**config.mk**
```make
export PLATFORM = sky130hd
export DESIGN_NAME = dot_acc_requant
export DESIGN_NICKNAME = d
export VERILOG_FILES = /design/src/rtl/dot_acc_requant.sv
export SDC_FILE = /design/constraint.sdc
export NUM_CORES = 1
export LEC_CHECK = 0
export CORE_MARGIN = 2
export CORE_UTILIZATION = 50
export DETAILED_ROUTE_END_ITERATION = 12
export GPL_ROUTABILITY_DRIVEN = 0
export GPL_TIMING_DRIVEN = 0
export MAX_ROUTING_LAYER = met4
export PLACE_DENSITY = 0.72
export SYNTH_ARGS = -nofsm -noshare
export SYNTH_HDL_FRONTEND = slang
export SYNTH_SLANG_ARGS = --single-unit
```
**constraint.sdc**
```tcl
create_clock -name clock -period 25.7 [get_ports clock]
set_input_delay 5.14 -clock clock [delete_from_list [all_inputs] [get_ports clock]]
set_output_delay 5.14 -clock clock [all_outputs]
set_load 0.1 [all_outputs]
```
**src/rtl/dot_acc_requant.sv**
```systemverilog
// Group accumulator with bias seeding, rounding right-shift requantization and
// output saturation, feeding a single-entry valid/ready result register.
//
// state | meaning
// IDLE  | no group open; next accepted beat is the first of a group
// ACCUM | group open; acc holds the saturated running sum
module dot_acc_requant #(
    parameter int IN_WIDTH    = 32,
    parameter int ACC_WIDTH   = 32,
    parameter int OUT_WIDTH   = 16,
    parameter int SHIFT_WIDTH = 5
) (
    input  logic                   clock,
    input  logic                   resetn,
    input  logic                   in_valid,
    output logic                   in_ready,
    input  logic [IN_WIDTH-1:0]    in_data,
    input  logic                   in_last,
    input  logic [ACC_WIDTH-1:0]   cfg_bias,
    input  logic [SHIFT_WIDTH-1:0] cfg_shift,
    output logic                   out_valid,
    input  logic                   out_ready,
    output logic [OUT_WIDTH-1:0]   out_data,
    output logic                   out_sat,
    output logic                   busy
);

    // One guard bit above the accumulator keeps sums and rounding overflow-free.
    localparam int SW = ACC_WIDTH + 1;

    localparam logic [ACC_WIDTH-1:0] ACC_MAX   = {1'b0, {(ACC_WIDTH-1){1'b1}}};
    localparam logic [ACC_WIDTH-1:0] ACC_MIN   = {1'b1, {(ACC_WIDTH-1){1'b0}}};
    localparam logic [SW-1:0]        OUT_MAX_X = {{(SW-OUT_WIDTH+1){1'b0}}, {(OUT_WIDTH-1){1'b1}}};
    localparam logic [SW-1:0]        OUT_MIN_X = {{(SW-OUT_WIDTH+1){1'b1}}, {(OUT_WIDTH-1){1'b0}}};
    localparam logic [OUT_WIDTH-1:0] OUT_MAX   = {1'b0, {(OUT_WIDTH-1){1'b1}}};
    localparam logic [OUT_WIDTH-1:0] OUT_MIN   = {1'b1, {(OUT_WIDTH-1){1'b0}}};

    typedef enum logic {IDLE, ACCUM} state_t;

    state_t               state;
    logic [ACC_WIDTH-1:0] acc;
    logic                 acc_sat;

    logic                 accept;
    logic                 finish;
    logic [ACC_WIDTH-1:0] base;
    logic [SW-1:0]        base_x;
    logic [SW-1:0]        in_x;
    logic [SW-1:0]        sum_x;
    logic                 sum_ovf;
    logic [ACC_WIDTH-1:0] sum_sat;
    logic [SW-1:0]        rnd;
    logic [SW-1:0]        rsum;
    logic [SW-1:0]        rq;
    logic                 clip_hi;
    logic                 clip_lo;
    logic [OUT_WIDTH-1:0] q_data;
    logic                 q_sat;

    // Input may only be taken when the result register is free or being drained.
    assign in_ready = !out_valid || out_ready;
    assign accept   = in_valid && in_ready;
    assign finish   = accept && in_last;
    assign busy     = (state == ACCUM);

    // Saturating add of the incoming beat onto the bias (first beat) or running sum.
    always_comb begin
        base    = (state == IDLE) ? cfg_bias : acc;
        base_x  = {base[ACC_WIDTH-1], base};
        in_x    = {{(SW-IN_WIDTH){in_data[IN_WIDTH-1]}}, in_data};
        sum_x   = base_x + in_x;
        sum_ovf = sum_x[SW-1] ^ sum_x[SW-2];
        sum_sat = sum_x[ACC_WIDTH-1:0];
        if (sum_ovf) begin
            sum_sat = sum_x[SW-1] ? ACC_MIN : ACC_MAX;
        end
    end

    // Round-half-up arithmetic shift of the final sum, then clamp to the output range.
    always_comb begin
        rnd = '0;
        if (cfg_shift != '0) begin
            rnd = SW'(1) << (cfg_shift - SHIFT_WIDTH'(1));
        end
        rsum    = {sum_sat[ACC_WIDTH-1], sum_sat} + rnd;
        rq      = $signed(rsum) >>> cfg_shift;
        clip_hi = $signed(rq) > $signed(OUT_MAX_X);
        clip_lo = $signed(rq) < $signed(OUT_MIN_X);
        q_data  = rq[OUT_WIDTH-1:0];
        if (clip_hi) begin
            q_data = OUT_MAX;
        end else if (clip_lo) begin
            q_data = OUT_MIN;
        end
        q_sat = acc_sat | sum_ovf | clip_hi | clip_lo;
    end

    // Group sequencing and sticky accumulator saturation flag.
    always_ff @(posedge clock or negedge resetn) begin
        if (!resetn) begin
            state   <= IDLE;
            acc     <= '0;
            acc_sat <= 1'b0;
        end else if (accept) begin
            acc <= sum_sat;
            if (in_last) begin
                state   <= IDLE;
                acc_sat <= 1'b0;
            end else begin
                state   <= ACCUM;
                acc_sat <= acc_sat | sum_ovf;
            end
        end
    end

    // Result register; a finish in the same cycle as a pop simply overwrites it.
    always_ff @(posedge clock or negedge resetn) begin
        if (!resetn) begin
            out_valid <= 1'b0;
            out_data  <= '0;
            out_sat   <= 1'b0;
        end else if (finish) begin
            out_valid <= 1'b1;
            out_data  <= q_data;
            out_sat   <= q_sat;
        end else if (out_valid && out_ready) begin
            out_valid <= 1'b0;
        end
    end

endmodule

```
* Word-level counts from Yosys, hierarchy flattened
Index checks and enable logic that the tools add are counted.
Storage, ports and cells: ROM bits 0, input port bits 74, latch bits 0, output and inout port bits 20, bits in registers 52, memories 0, RAM bits 0
Cells by class: multiplexer cells 10, eq/ne operators 0, add/subtract/negate cells 3, reductions and logical operators 7, shifts and indexed selects 2, divide/modulo/power cells 0, multipliers 0, bitwise gates (word level) 4, order comparisons 2
Operators with widths (count):
- 32-bit 2-to-1 mux | 3
- 32-bit by 32-bit adder with 33-bit output | 1
- 33-bit adder | 1
- 33-bit by 16-bit greater-than comparator with 1-bit output (second input constant) | 1
- 33-bit by 16-bit less-than comparator with 1-bit output (second input constant) | 1
- 33-bit 2-to-1 mux | 1
- 1-bit by 5-bit left shift with 33-bit output (first input constant) | 1
- 33-bit by 5-bit >>> shifter with 33-bit output | 1
- 16-bit 2-to-1 mux | 2
- 5-bit nonzero test | 1
- 5-bit by 1-bit subtractor with 5-bit output (second input constant) | 1
- 1-bit 2-to-1 mux | 4
- 1-bit logical AND | 3
- 1-bit bitwise OR | 3
- 2-bit nonzero test | 1
- 1-bit logical NOT | 1
- 1-bit logical OR | 1
- 1-bit XOR | 1

* Logic depth before layout (Yosys ltp)
Gate-level depths: netlist (run 1).
depth in word-level cells 9, depth in mapped cells 40, depth with buffers taken out 35

* Least setup slack after synthesis (run 1)
No wires, ideal clock.
path kind input -> register, start point in cfg_bias[1], end point reg out_data[6], cell stages on the path 37, arrival 12.277 ns, required time 25.626 ns, setup slack 13.348 ns, cell sequence mux2i_1 > inv_1 > ha_1 > a21o_1 > a21oi_1 > o21ai_0 > a31oi_1 > o211ai_1 > a31oi_1 > a211oi_1 > o31a_1 > o21ai_0 > nand2b_1 > a21o_1 > a21oi_1 > xnor2_1 > ha_1 > nand3_1 > clkbuf_1 > o21ai_0 > ha_1 > inv_1 > fa_1 > nor2b_4 > o31ai_4 > a21oi_4 > o31a_2 > o21a_1 > o311ai_0 > o211ai_1 > a221o_1 > o21a_1 > or4_4 > o41ai_4 > buf_6 > nand3_1 > a21oi_2
Between the ends: cells in the longest elaborated chain, start to end 9, elaborated cells between the ends (all ways) 11
Ends and longest elaborated chain:
- start, declared | line 19 | input logic [ACC_WIDTH-1:0] cfg_bias,
- 32-bit 2-to-1 mux (*) | line 68 | base = (state == IDLE) ? cfg_bias : acc;
- 32-bit by 32-bit adder with 33-bit output (*) | line 71 | sum_x = base_x + in_x;
- 32-bit 2-to-1 mux or 1-bit XOR (tied branches) | line 75, 72
- 32-bit 2-to-1 mux (*) | line 74 | if (sum_ovf) begin
- via sum_sat[0] | line 51 | logic [ACC_WIDTH-1:0] sum_sat;
- 33-bit adder (*) | line 85 | rsum = {sum_sat[ACC_WIDTH-1], sum_sat} + rnd;
- 33-bit by 5-bit >>> shifter with 33-bit output (*) | line 86 | rq = $signed(rsum) >>> cfg_shift;
- 33-bit by 16-bit less-than comparator with 1-bit output | line 88 | clip_lo = $signed(rq) < $signed(OUT_MIN_X);
- 16-bit 2-to-1 mux | line 92 | end else if (clip_lo) begin
- 16-bit 2-to-1 mux (*) | line 90 | if (clip_hi) begin
- end signal, assigned | line 124 | out_data <= q_data;
- end, declared | line 23 | output logic [OUT_WIDTH-1:0] out_data,
The timed path passes the listed nets; every way through them passes the cells marked *. A chain may end at the register's enable or synchronous reset.

* Worst setup path in the final report (run 1)
Same ends and word-level chain as after synthesis.

==> metrics.md, run 1 <==
| Metric | Value |
|---|---|
| RSZ-0062 raised after global routing | `no` |
| Critical Path AT | `15.03 ns` |
| Drt first pass iters | `5` |
| Crit path time final | `14.78 ns` |
| Worst setup margin | `10.92 ns` |
| Synth cell types | `98` |
| Final hold vios | `0` |
| Synth Warn # | `0` |
| Ys flop type | `dfrtp_1` |
| Commonest non-fill, non-tap cell in the layout | `nor2_1` |
| Die area | `19000 um^2` |
| # H-tree levels | `2` |
| Initial DRC count | `962` |
| Num CTS Buffers | `5` |
| Postcts setup bufs | `0` |
| Slowest stage delay, CP | `0.66 ns` |
| Initial core utilization | `0.514` |
| Number of synthesized flops with an enable pin | `0` |
| DR DRC count | `0` |
| Clock tree buffer depth | `2` |
| Initial antenna violation count | `0` |
| Crit path capture type | `register` |
| Hold_sp | `out_data[15]` |
| FF-to-FF End | `out_data[6]` |
| Hold Path Sink | `out_data[15]` |
| Die Height | `138 um` |
| Die W | `138 um` |
| Routed WL | `29200 um` |
| Setup slack, reg-to-reg | `14.62 ns` |
| Post-route ant nets | `0` |
| Max_slew headroom | `0.348` |
| IO Pins | `94` |
| Yosys reg bits | `52` |
| Post-DP Area | `10200 um^2` |
| Hold/Removal Path Class | `reg2reg` |
| Slowest-stage cell, CP | `nor4_1` |
| Core ar. | `17400 um^2` |
| Post-cts sizing count | `0` |
| Final setup viols | `0` |
| Final Max Slew Viols | `0` |
| Mapped Nets | `1298` |
| Mean Syn Cell Area | `7.74 um^2` |
| Seq/Total Area, Yosys | `0.145` |
| Synth Instances | `1156` |
| Worst EP required | `25.95 ns` |
| Crit path kind | `in2reg` |
| Reg2reg start | `busy` |
| Largest net degree at the start of global routing | `36` |
| Design area | `10300 um^2` |
| Top Layer Used | `met4` |
| Share of cells above drive strength 1 | `0.139` |
| Drt wl/cell | `19.7 um` |
| Wl on met1 | `12600 um` |
| CP startpoint kind | `input pin` |
| Filler Cell Count | `1675` |
| GRT Residual Overflow | `0` |
| Reg2reg path depth | `38` |
| Clock root cell | `clkbuf_16` |
| DR vias/cell | `6.52` |
| Max Cap Violations | `0` |
| Layout area overhead | `15.1%` |
| Synth Cell Area | `8950 um^2` |
| # diodes | `0` |
| First-pass GRT wire length | `46000 um` |
| Met2 WL | `13300 um` |
| Clk sinks | `52` |
| Final period util | `0.575` |
| Clock skew | `0.0139 ns` |
| Clk_lat worst skew | `0.32 ns` |
| Final net count | `1397` |
| Worst-Margin Slew | `0.975 ns` |
| Worst hold path stage count | `1` |
| CTS tree | `yes` |
| TNS Setup | `0 ns` |
| Fraction of registers with async set/reset | `1.00` |
| FP Rows | `48` |
| Met3 wire len | `2340 um` |
| Hold buffers post-CTS | `0` |
| Most frequent cells in the layout | `141 x nor2_1, 97 x nand2_1, 90 x clkdlybuf4s50_1` |
| Buffers on Ports | `91` |
| Vias in the first global route | `8932` |
| Placement Setup Slack | `10.79 ns` |
| DP HPWL | `23500 um` |
| Critical Path Fanout Max | `10` |
| GRT Resource Usage Total | `0.320` |
| Status | `complete, no violations` |
| Via count | `9651` |
| Fmax | `67.6 MHz` |
| Register clock-pin slew on the reported worst setup and hold paths | `0.08 ns` |
[stage by stage]
stage,instances,hold WS (ns),util
6_report,1481,0.476,0.592
5_1_grt,1481,0.516,0.592
4_1_cts,1481,0.484,0.592
3_5_place_dp,1473,0.466,0.583
3_3_place_gp,1472,0.460,0.582
2_1_floorplan,1156,0.463,-
[layout make-up]
class,count,area (um^2),area share
Sequential cell,52,1300,0.126
Clock inverter,3,21.3,0.00206
Inverter,31,116,0.0113
Timing Repair Buffer,92,926,0.0899
Tap cell,225,282,0.0273
Multi-Input combinational cell,1005,7230,0.702
Buffer,68,304,0.0295
Clock buffer,5,125,0.0121
[Yosys cell counts, types with 12 or more instances]
| master | instances | area, um^2 |
|---|---|---|
| o21ai_0 | 73 | 365 |
| o21a_1 | 12 | 90.1 |
| and3_1 | 14 | 87.6 |
| nand2_1 | 97 | 364 |
| xnor2_1 | 24 | 210 |
| a21o_1 | 32 | 240 |
| o211ai_1 | 15 | 113 |
| a21oi_2 | 13 | 114 |
| nor3_1 | 20 | 100 |
| nor2_1 | 141 | 529 |
| ha_1 | 66 | 826 |
| inv_1 | 30 | 113 |
| nand4_1 | 16 | 100 |
| mux2i_1 | 25 | 250 |
| buf_2 | 12 | 60.1 |
| mux2_2 | 75 | 845 |
| nand2b_1 | 12 | 75.1 |
| a21oi_1 | 79 | 395 |
| xor2_1 | 18 | 158 |
| a211oi_1 | 17 | 128 |
| dfrtp_1 | 52 | 1300 |
| clkbuf_1 | 39 | 146 |
| nand3_1 | 36 | 180 |
[registers in the layout, summed over array words and instances (netlist names)]
| signal | count |
|---|---|
| acc | 32 |
| out_data | 16 |
| out_sat | 1 |
| out_valid | 1 |
| busy | 1 |
| acc_sat | 1 |
[routing by layer]
layer,vias to the layer above,global-route usage
met5,-,-
met4,0,0.125
met3,75,0.0416
met2,504,0.509
met1,4521,0.413
li1,4551,-
[logic make-up (layout without fill, tap and decap cells)]
group | after synthesis | in the layout | synth area share
buffers and inverters | 99 | 199 | 0.0470
AND/OR/NAND/NOR | 409 | 409 | 0.222
AO/OA/AOI/OAI | 375 | 375 | 0.300
multiplexers | 110 | 110 | 0.147
flip-flops | 52 | 52 | 0.145
adder cells (fa/ha/maj) | 68 | 68 | 0.0967
XOR/XNOR | 42 | 42 | 0.0411
other | 1 | 1 | 0.000419
[how the worst max path moves through the flow]
| stage | startpoint | endpoint | slack, ns |
|---|---|---|---|
| after floorplan | cfg_bias[1] | out_data[6] | 13.35 |
| after global placement | cfg_bias[1] | out_data[6] | 10.93 |
| after detailed placement | cfg_bias[1] | out_data[6] | 10.79 |
| after CTS | cfg_bias[1] | out_data[6] | 11.09 |
| after global routing | cfg_bias[1] | out_data[7] | 10.39 |
| final | cfg_bias[1] | out_data[6] | 10.92 |
[critical path: cells and delay by family]
family	cells	cell delay, ns
simple gates	7	1.91
buf+inv	5	1.18
xor+xnor	1	0.16
mux	1	0.23
fa+ha+maj	4	1.20
compound gates	19	5.17
Power of run 1 is not shown: default switching activity piles up to over one toggle a cycle in this logic, so the estimate is an artifact.
==> inputs of run 2 (changes only) <==
Clock period 25.7 ns to 14.7 ns, I/O delays scaled along.
==> results of run 2 <==
Same layout as run 1 (identical final DEF). Status: complete, no violations.
Main changes from that run: setup slack after placement 10.79 ns -> 1.99 ns; setup slack after layout 10.92 ns -> 2.12 ns; register-to-register setup slack 14.62 ns -> 3.62 ns
Power of run 2 is left out for the same reason.
==> inputs of run 3 (changes only) <==
Settings changed: CTS_BUF_LIST set to sky130_fd_sc_hd__clkbuf_8.
==> run 3 against run 2 <==
  * Core utilization down 0.32 points
  * Clock-buffer cell count unchanged
  * Wire length down 0.26%
  * Die area unchanged
  * First-iteration DRC count down 4.7%
  * Design area down 0.55%
  * Via count down 0.18%
  * Worst setup slack better by 0.0068 ns
  * Largest cell class unchanged
==> metrics.md, run 3 (synthesis results as in run 1) <==
| Metric | Value |
|---|---|
| Die area | `19000 um^2` |
| Layout area overhead | `14.5%` |
| Top reg by flops | `acc` |
| Die Height | `138 um` |
| Clock tree buffer depth | `2` |
| Clk sinks | `52` |
| CP startpoint kind | `input pin` |
| Status | `complete, no violations` |
| Final period util | `0.856` |
| Routed WL | `29100 um` |
| DR DRC count | `0` |
| Worst hold path stage count | `1` |
| Commonest non-fill, non-tap cell in the layout | `nor2_1` |
| Clk_lat worst skew | `0.35 ns` |
| Via count | `9634` |
| Core ar. | `17400 um^2` |
| Share of cells above drive strength 1 | `0.139` |
| Largest net degree at the start of global routing | `36` |
| Hold_sp | `out_data[15]` |
| Hold Path Sink | `out_data[15]` |
| Reg2reg start | `busy` |
| Post-cts sizing count | `0` |
| Max Cap Violations | `0` |
| DP HPWL | `23500 um` |
| Initial DRC count | `917` |
| Critical Path Fanout Max | `10` |
| Crit path kind | `in2reg` |
| Initial antenna violation count | `0` |
| Num CTS Buffers | `5` |
| CTS tree | `yes` |
| Clock root cell | `clkbuf_8` |
| Largest regs | `acc: 32 flops, out_data: 16 flops` |
| First-pass GRT wire length | `45900 um` |
| Final hold vios | `0` |
| RSZ-0062 raised after global routing | `no` |
| Drt first pass iters | `5` |
| Hold/Removal Path Class | `reg2reg` |
| Most frequent cells in the layout | `141 x nor2_1, 97 x nand2_1, 90 x clkdlybuf4s50_1` |
| Vias in the first global route | `8935` |
| Crit path capture type | `register` |
| Reg2reg path depth | `38` |
| FP Rows | `48` |
| Initial core utilization | `0.514` |
| Drt wl/cell | `19.7 um` |
| Fmax | `79.5 MHz` |
| Die W | `138 um` |
| Max FFs per register | `32` |
| Final net count | `1397` |
| GRT Residual Overflow | `0` |
| # diodes | `0` |
| Final Max Slew Viols | `0` |
| Crit path time final | `12.58 ns` |
| Worst-Margin Slew | `0.975 ns` |
| Worst EP required | `14.99 ns` |
| Clock skew | `0.0200 ns` |
| TNS Setup | `0 ns` |
| FF-to-FF End | `out_data[6]` |
| Slowest stage delay, CP | `0.68 ns` |
| Top delay family on crit path | `compound AO/OA/AOI/OAI gates` |
| Max_slew headroom | `0.348` |
| IO Pins | `94` |
| GRT Resource Usage Total | `0.319` |
| Register clock-pin slew on the reported worst setup and hold paths | `0.11 ns` |
| Postcts setup bufs | `0` |
| Post-route ant nets | `0` |
| Buffers on Ports | `91` |
| WP buf/inv | `5` |
| Setup slack, reg-to-reg | `3.59 ns` |
| # H-tree levels | `2` |
| DR vias/cell | `6.51` |
| Critical Path AT | `12.87 ns` |
| Final setup viols | `0` |
| Hold buffers post-CTS | `0` |
| Slowest-stage cell, CP | `nor4_1` |
-- run 3: cell counts in the layout (fill, tap and decap cells not counted) --
Identical to the previous run, type by type.
-- run 3: worst max path at each step --
stage	start	slack [ns]	depth (start not counted)	to
floorplan	cfg_bias[1]	4.55	37	out_data[6]
global placement	cfg_bias[1]	2.13	37	out_data[6]
detailed placement	cfg_bias[1]	1.99	37	out_data[6]
CTS	cfg_bias[1]	2.33	37	out_data[6]
global route	cfg_bias[1]	1.63	37	out_data[6]
finish	cfg_bias[1]	2.12	37	out_data[6]
-- run 3: routing by layer --
layer,vias to the layer above,global-route usage,share of wire
met5,-,-,0
met4,0,0.122,0.034
met3,77,0.0379,0.077
met2,478,0.510,0.45
met1,4517,0.413,0.43
li1,4562,-,-
-- run 3: final cells by class --
type / instances / area (um^2)
plain buffers: 68 / 304
clock buffers: 5 / 68.8
clock inverters: 3 / 21.3
fillers: 1687 / 7170
inverters: 31 / 116
multi-input cells: 1005 / 7230
flip-flops and latches: 52 / 1300
well taps: 225 / 282
repair buffers: 92 / 926
-- run 3: per-stage QoR --
stage          std cells  worst slack, ns  utilization  hold WS, ns  area [um^2]
6_report            1481             2.12        0.588        0.484        10200
5_1_grt             1481             1.63        0.588        0.526        10200
4_1_cts             1481             2.33        0.588        0.492        10200
3_5_place_dp        1473             1.99        0.583        0.466        10200
3_3_place_gp        1472             2.13        0.582        0.460        10100
2_1_floorplan       1156             4.55            -        0.463         8950
-- run 3: worst register-to-register path, delay by kind of cell (launching register included) --
| kind | cells | cell delay (ns) |
|---|---|---|
| compound gates | 19 | 5.18 |
| xor+xnor | 1 | 0.16 |
| fa+ha+maj | 4 | 1.20 |
| buf+inv | 6 | 1.83 |
| flops | 1 | 0.37 |
| mux | 1 | 0.37 |
| simple gates | 7 | 1.93 |
Power of run 3 is left out for the same reason.
